[src/rtl/kf_fixed_pkg.sv]
// Shared fixed-point definitions for the Kalman-filter datapath blocks:
// default word geometry, the word type, the 1.0 constant and the predict-stage FSM states.
package kf_fixed_pkg;

  localparam int FX_N    = 20;
  localparam int FX_FRAC = 10;

  typedef logic signed [FX_N-1:0] fx_t;

  localparam fx_t ONE = fx_t'(1 << FX_FRAC);

  typedef enum logic [1:0] {
    ST_IDLE = 2'd0,
    ST_MAC  = 2'd1,
    ST_DONE = 2'd2
  } prior_state_e;

endpackage

[src/rtl/fx_mul.sv]
// Signed N x N fixed-point multiply: full 2N-bit product, arithmetic shift right by FRAC
// (floor), truncated to N bits. Purely combinational.
module fx_mul #(
  parameter int N    = 20,
  parameter int FRAC = 10
) (
  input  logic signed [N-1:0] a,
  input  logic signed [N-1:0] b,
  output logic signed [N-1:0] p
);

  logic signed [2*N-1:0] a_w;
  logic signed [2*N-1:0] b_w;
  logic signed [2*N-1:0] prod;

  assign a_w  = (2*N)'(a);
  assign b_w  = (2*N)'(b);
  assign prod = a_w * b_w;
  assign p    = N'(prod >>> FRAC);

endmodule

[src/rtl/prior_state_serial.sv]
// Kalman predict stage: x_prior = A*x + B*u using one shared multiplier, 8 serial MAC cycles.
// Define PRIOR_STATE_SAT_EN to saturate each row sum instead of wrapping modulo 2^N.
module prior_state_serial
  import kf_fixed_pkg::*;
#(
  parameter int N    = FX_N,
  parameter int FRAC = FX_FRAC
) (
  input  logic                clk,
  input  logic                rst,
  input  logic                start,
  input  logic signed [N-1:0] x00,
  input  logic signed [N-1:0] x10,
  input  logic signed [N-1:0] a00,
  input  logic signed [N-1:0] a01,
  input  logic signed [N-1:0] a10,
  input  logic signed [N-1:0] a11,
  input  logic signed [N-1:0] u00,
  input  logic signed [N-1:0] u10,
  input  logic signed [N-1:0] b00,
  input  logic signed [N-1:0] b01,
  input  logic signed [N-1:0] b10,
  input  logic signed [N-1:0] b11,
  output logic                done,
  output logic signed [N-1:0] X_PRIOR00,
  output logic signed [N-1:0] X_PRIOR10
);

`ifdef PRIOR_STATE_SAT_EN
  localparam int ACC_W = N + 3;
`else
  localparam int ACC_W = N;
`endif

  typedef logic signed [N-1:0]     word_t;
  typedef logic signed [ACC_W-1:0] acc_t;

  typedef struct packed {
    word_t a00, a01, a10, a11;
    word_t b00, b01, b10, b11;
    word_t x00, x10, u00, u10;
  } ops_t;

`ifdef PRIOR_STATE_SAT_EN
  localparam acc_t SAT_MAX = acc_t'((2 ** (N - 1)) - 1);
  localparam acc_t SAT_MIN = -acc_t'(2 ** (N - 1));
`endif

  function automatic word_t to_word(input acc_t v);
`ifdef PRIOR_STATE_SAT_EN
    if (v > SAT_MAX)      return word_t'(SAT_MAX);
    else if (v < SAT_MIN) return word_t'(SAT_MIN);
    else                  return word_t'(v);
`else
    return v;
`endif
  endfunction

  prior_state_e state_q, state_d;
  logic [2:0]   cnt_q, cnt_d;
  acc_t         acc_q, acc_d;
  acc_t         row0_q, row0_d;
  ops_t         ops_q, ops_d;
  logic         done_q, done_d;
  word_t        xp0_q, xp0_d;
  word_t        xp1_q, xp1_d;

  word_t mul_coef;
  word_t mul_vec;
  word_t prod;
  acc_t  acc_sum;

  // cnt[2] selects the row; cnt[1:0] walks the A terms then the B terms.
  always_comb begin
    mul_coef = '0;
    mul_vec  = '0;
    case (cnt_q[1:0])
      2'd0: begin
        mul_coef = cnt_q[2] ? ops_q.a10 : ops_q.a00;
        mul_vec  = ops_q.x00;
      end
      2'd1: begin
        mul_coef = cnt_q[2] ? ops_q.a11 : ops_q.a01;
        mul_vec  = ops_q.x10;
      end
      2'd2: begin
        mul_coef = cnt_q[2] ? ops_q.b10 : ops_q.b00;
        mul_vec  = ops_q.u00;
      end
      default: begin
        mul_coef = cnt_q[2] ? ops_q.b11 : ops_q.b01;
        mul_vec  = ops_q.u10;
      end
    endcase
  end

  fx_mul #(.N(N), .FRAC(FRAC)) u_mul (
    .a (mul_coef),
    .b (mul_vec),
    .p (prod)
  );

  assign acc_sum = acc_q + acc_t'(prod);

  // NOTE: every signal driven here gets a default first so no path leaves it unassigned (no latches).
  always_comb begin
    state_d = state_q;
    cnt_d   = cnt_q;
    acc_d   = acc_q;
    row0_d  = row0_q;
    ops_d   = ops_q;
    done_d  = 1'b0;
    xp0_d   = xp0_q;
    xp1_d   = xp1_q;
    case (state_q)
      ST_IDLE: begin
        if (start) begin
          ops_d = '{a00: a00, a01: a01, a10: a10, a11: a11,
                    b00: b00, b01: b01, b10: b10, b11: b11,
                    x00: x00, x10: x10, u00: u00, u10: u10};
          cnt_d   = '0;
          acc_d   = '0;
          state_d = ST_MAC;
        end
      end
      ST_MAC: begin
        cnt_d = cnt_q + 3'd1;
        if (cnt_q == 3'd3) begin
          // Row 0 complete: park it and restart the accumulator for row 1.
          row0_d = acc_sum;
          acc_d  = '0;
        end else begin
          acc_d = acc_sum;
        end
        if (cnt_q == 3'd7) state_d = ST_DONE;
      end
      ST_DONE: begin
        xp0_d   = to_word(row0_q);
        xp1_d   = to_word(acc_q);
        done_d  = 1'b1;
        state_d = ST_IDLE;
      end
      default: state_d = ST_IDLE;
    endcase
  end

  // NOTE: sequential state uses non-blocking assignments so all flops update from pre-edge values.
  always_ff @(posedge clk) begin
    if (rst) begin
      state_q <= ST_IDLE;
      cnt_q   <= '0;
      acc_q   <= '0;
      row0_q  <= '0;
      done_q  <= 1'b0;
      xp0_q   <= '0;
      xp1_q   <= '0;
    end else begin
      state_q <= state_d;
      cnt_q   <= cnt_d;
      acc_q   <= acc_d;
      row0_q  <= row0_d;
      done_q  <= done_d;
      xp0_q   <= xp0_d;
      xp1_q   <= xp1_d;
    end
  end

  // NOTE: the operand latch has no reset; it is always reloaded on an accepted start before use.
  always_ff @(posedge clk) begin
    ops_q <= ops_d;
  end

  assign done      = done_q;
  assign X_PRIOR00 = xp0_q;
  assign X_PRIOR10 = xp1_q;

endmodule

[config.mk]
export PLATFORM = sky130hd
export DESIGN_NAME = prior_state_serial
export DESIGN_NICKNAME = d
export VERILOG_FILES = /design/src/rtl/kf_fixed_pkg.sv /design/src/rtl/fx_mul.sv /design/src/rtl/prior_state_serial.sv
export SDC_FILE = /design/constraint.sdc
export NUM_CORES = 1
export LEC_CHECK = 0
export BUFFER_PORTS_ARGS = -buffer_cell sky130_fd_sc_hd__buf_4
export CAP_MARGIN = 20
export CELL_PAD_IN_SITES_DETAIL_PLACEMENT = 1
export CELL_PAD_IN_SITES_GLOBAL_PLACEMENT = 2
export CORE_AREA = 2 2 252 254
export DETAILED_ROUTE_END_ITERATION = 6
export DIE_AREA = 0 0 254 256
export PLACE_DENSITY = 0.91
export SLEW_MARGIN = 15
export SYNTH_ARGS = -nofsm -noshare
export SYNTH_HDL_FRONTEND = slang
export SYNTH_HIERARCHICAL = 1
export SYNTH_SLANG_ARGS = --single-unit
export TNS_END_PERCENT = 20
[constraint.sdc]
create_clock -name clk -period 25.7 [get_ports clk]
set_input_delay 1.285 -clock clk [delete_from_list [all_inputs] [get_ports clk]]
set_output_delay 1.285 -clock clk [all_outputs]
set_load 0.1 [all_outputs]
==> insert_results.sql <==
INSERT INTO impl_metrics (metric_group, metric, value, unit) VALUES
('clock_tree', 'cts_htree_levels', '2', ''),
('timing', 'final.min_clock_period', '10150', 'ps'),
('status', 'run_status', 'complete, but fails checks', ''),
('critical_path', 'worstPathRequired', '26210', 'ps'),
('detailed_routing', 'avgRoutedWirePerCell', '21.6', 'um'),
('critical_path', 'crit_buf_inv', '7', ''),
('grt', 'global_route.usage.met1', '0.271', ''),
('grt', 'groute.usage.overall', '0.225', ''),
('critical_path', 'critical_path.max_fanout', '60', ''),
('grt', 'grt_start_max_net_pins', '86', ''),
('floorplan', 'dieHeight', '256', 'um'),
('timing', 'finalHoldViolations', '0', ''),
('grt', 'first_global_vias', '19800', ''),
('grt', 'grt_use_met2', '0.391', ''),
('synthesis', 'ys_types', '70', ''),
('timing', 'rsz_0062_raised_after_global_routing', 'no', ''),
('grt', 'grt.overflow.total', '0', ''),
('final_layout', 'mostFrequentLayoutCell', 'sky130_fd_sc_hd__inv_1', ''),
('final_layout', 'finalNetCount', '3131', ''),
('timing', 'final.setup.tns', '0', 'ps'),
('clock_tree', 'cts_tree', 'built', ''),
('detailed_routing', 'firstDrtPassIters', '7', ''),
('clock_tree', 'cts_inserted_buffers', '36', ''),
('clock_tree', 'numClockSinks', '326', ''),
('final_layout', 'layout.cells.most_common_list', 'sky130_fd_sc_hd__inv_1, sky130_fd_sc_hd__buf_4, sky130_fd_sc_hd__fa_1', ''),
('synthesis', 'yosys_warnings', '6', ''),
('grt', 'grt_antenna_before_repair', '4', ''),
('clock_tree', 'post_cts_resized', '0', ''),
('timing', 'clk_skew', '67.7', 'ps'),
('timing', 'report.final.setup_viol', '0', ''),
('critical_path', 'critPathTopFamily', 'adder cells', ''),
('critical_path', 'worst_path_largest_cell_delay', '690', 'ps'),
('synthesis', 'seq_area_frac_synth', '0.362', ''),
('grt', 'grtUsageMet3', '0.0487', ''),
('timing', 'postLayoutSetupSlackWorst', '15550', 'ps'),
('clock_tree', 'clk_pin_slew_worst_paths', '60', 'ps'),
('clock_tree', 'post-cts-setup-buffer-count', '0', ''),
('status', 'failed_checks', 'design-rule violations', ''),
('synthesis', 'synth_enable_flop_cells', '240', ''),
('detailed_routing', 'num_vias', '17100', ''),
('synthesis', 'synthDominantAreaCellType', 'sky130_fd_sc_hd__edfxtp_1', ''),
('synthesis', 'synth_async_sr_flop_share', '0', ''),
('grt', 'global_route.peak_usage_layer', 'met2', ''),
('floorplan', 'die_w', '254', 'um'),
('timing', 'tightest_slew', '1070', 'ps'),
('final_layout', 'syn_to_final_growth', '16.8', '%'),
('clock_tree', 'cts_buffer_depth', '3', ''),
('placed_design', 'place_hpwl', '54500', 'um'),
('synthesis', 'share_of_the_synthesized_area_in_the_top_cell_type', '0.292', ''),
('placed_design', 'dp_slack', '15550', 'ps'),
('timing', 'number_of_max_slew_violations_in_the_final_report', '0', ''),
('synthesis', 'post_synth_net_total', '2898', ''),
('detailed_routing', 'drt-total-wl', '71900', 'um'),
('placed_design', 'finalWeightedCongestion', '0.828', ''),
('final_layout', 'drive_above_1_share', '0.168', ''),
('synthesis', 'area_contributors_post_synth', 'sky130_fd_sc_hd__edfxtp_1, sky130_fd_sc_hd__fa_1, sky130_fd_sc_hd__dfxtp_1', ''),
('detailed_routing', 'remaining_drc_errors', '2', ''),
('grt', 'grt_pass1_wl', '113000', 'um'),
('critical_path', 'end_kind', 'flop', ''),
('placed_design', 'io_buffers', '283', ''),
('critical_path', 'worstPathArrival', '10670', 'ps'),
('synthesis', 'synth.avg_cell_area', '11.1', 'um^2'),
('floorplan', 'area_enclosed_by_the_die_boundary', '0.0650', 'mm^2'),
('detailed_routing', 'drt-vias-per-instance', '5.13', ''),
('synthesis', 'syn-cell-area', '0.0247', 'mm^2'),
('floorplan', 'initial_standard_cell_utilization_of_the_core', '0.395', ''),
('clock_tree', 'clockRootBuffer', 'sky130_fd_sc_hd__clkbuf_16', ''),
('min_path', 'min-delay-path-class', 'flop to flop', ''),
('floorplan', 'num_io_pins', '284', ''),
('floorplan', 'placeableCoreArea', '0.0624', 'mm^2'),
('run', 'maxCapViolations', '0', '');
through the flow:
stage / std cells / utilization / hold slack [ps] / area, um^2
final: 3336 / 0.462 / 428 / 28800
after global routing: 3335 / 0.462 / 467 / 28800
after CTS: 3331 / 0.461 / 423 / 28800
after detailed placement: 3267 / 0.443 / 449 / 27600
after global placement: 3266 / 0.443 / 445 / 27600
after floorplan: 2227 / - / 427 / 24700
routing by layer:
layer	share of wire	up-vias	wire, um
met1	0.40	8780	28600
met2	0.51	548	36500
met4	0.035	2	2520
li1	-	7659	-
met3	0.059	139	4250
met5	0.00018	-	13
Yosys cell counts (all sizes together) (4+ instances only):
| cell type | number |
|---|---|
| nand3 | 14 |
| mux2i | 21 |
| a21o | 15 |
| a222oi | 60 |
| o21bai | 7 |
| inv | 427 |
| xnor2 | 46 |
| mux4 | 20 |
| and2 | 214 |
| nand4 | 9 |
| nor2 | 34 |
| o21ai | 18 |
| o21a | 8 |
| and3 | 6 |
| ha | 118 |
| clkbuf | 104 |
| xor2 | 15 |
| nand2 | 265 |
| edfxtp | 240 |
| o211ai | 6 |
| buf | 13 |
| nor3 | 10 |
| a22o | 5 |
| dfxtp | 86 |
| or4 | 4 |
| fa | 310 |
| a22oi | 9 |
| o31ai | 6 |
| nand2b | 10 |
| a21oi | 85 |
registers in the layout, summed over array words and instances, names as in the netlist:
register   cells
X_PRIOR00     20
X_PRIOR10     20
acc_q         20
cnt_q          3
done           1
ops_q        240
row0_q        20
state_q        2
final timing paths:
kind	from	end	slack, ps	cells after the start
setup / recovery	cnt_q[0]	acc_q[19]	15550	34
hold / removal	row0_q[6]	X_PRIOR00[6]	430	2
setup reg to reg	cnt_q[0]	acc_q[19]	15550	34
hold reg to reg	row0_q[6]	X_PRIOR00[6]	430	2
area by class of cell:
type                       instances  area, um^2
inverter                         428        1610
fill                            6807       33600
sequential                       326        8930
timing repair buffer             312        2350
antenna                            4        10.0
clock inverter                    21         214
clock buffer                      43         937
multi-input combinational       1356       13700
tap                              846        1060
worst register-to-register path, delay by kind of cell (launching register included):
family	cells	cell delay [ps]
buf+inv	7	700
fa+ha+maj	10	4420
xor+xnor	1	160
compound gates	13	2910
mux	1	690
flops	1	430
simple gates	2	780
kinds of logic (layout without fill, tap and decap cells):
logic type | Yosys count | in the layout | synth area share
adders and majority gates | 428 | 428 | 0.312
xor gates and xnor gates | 62 | 62 | 0.0226
DFF | 326 | 326 | 0.362
other | 0 | 4 | 0
muxes | 41 | 41 | 0.0268
and+or+nand+nor | 578 | 578 | 0.116
AOI/OAI and AO/OA | 247 | 247 | 0.0776
buffers and inverters | 545 | 804 | 0.0832
Power is left out: the tool's default activity adds up to more than one toggle a clock period on the data nets, which glitch-free logic cannot reach.
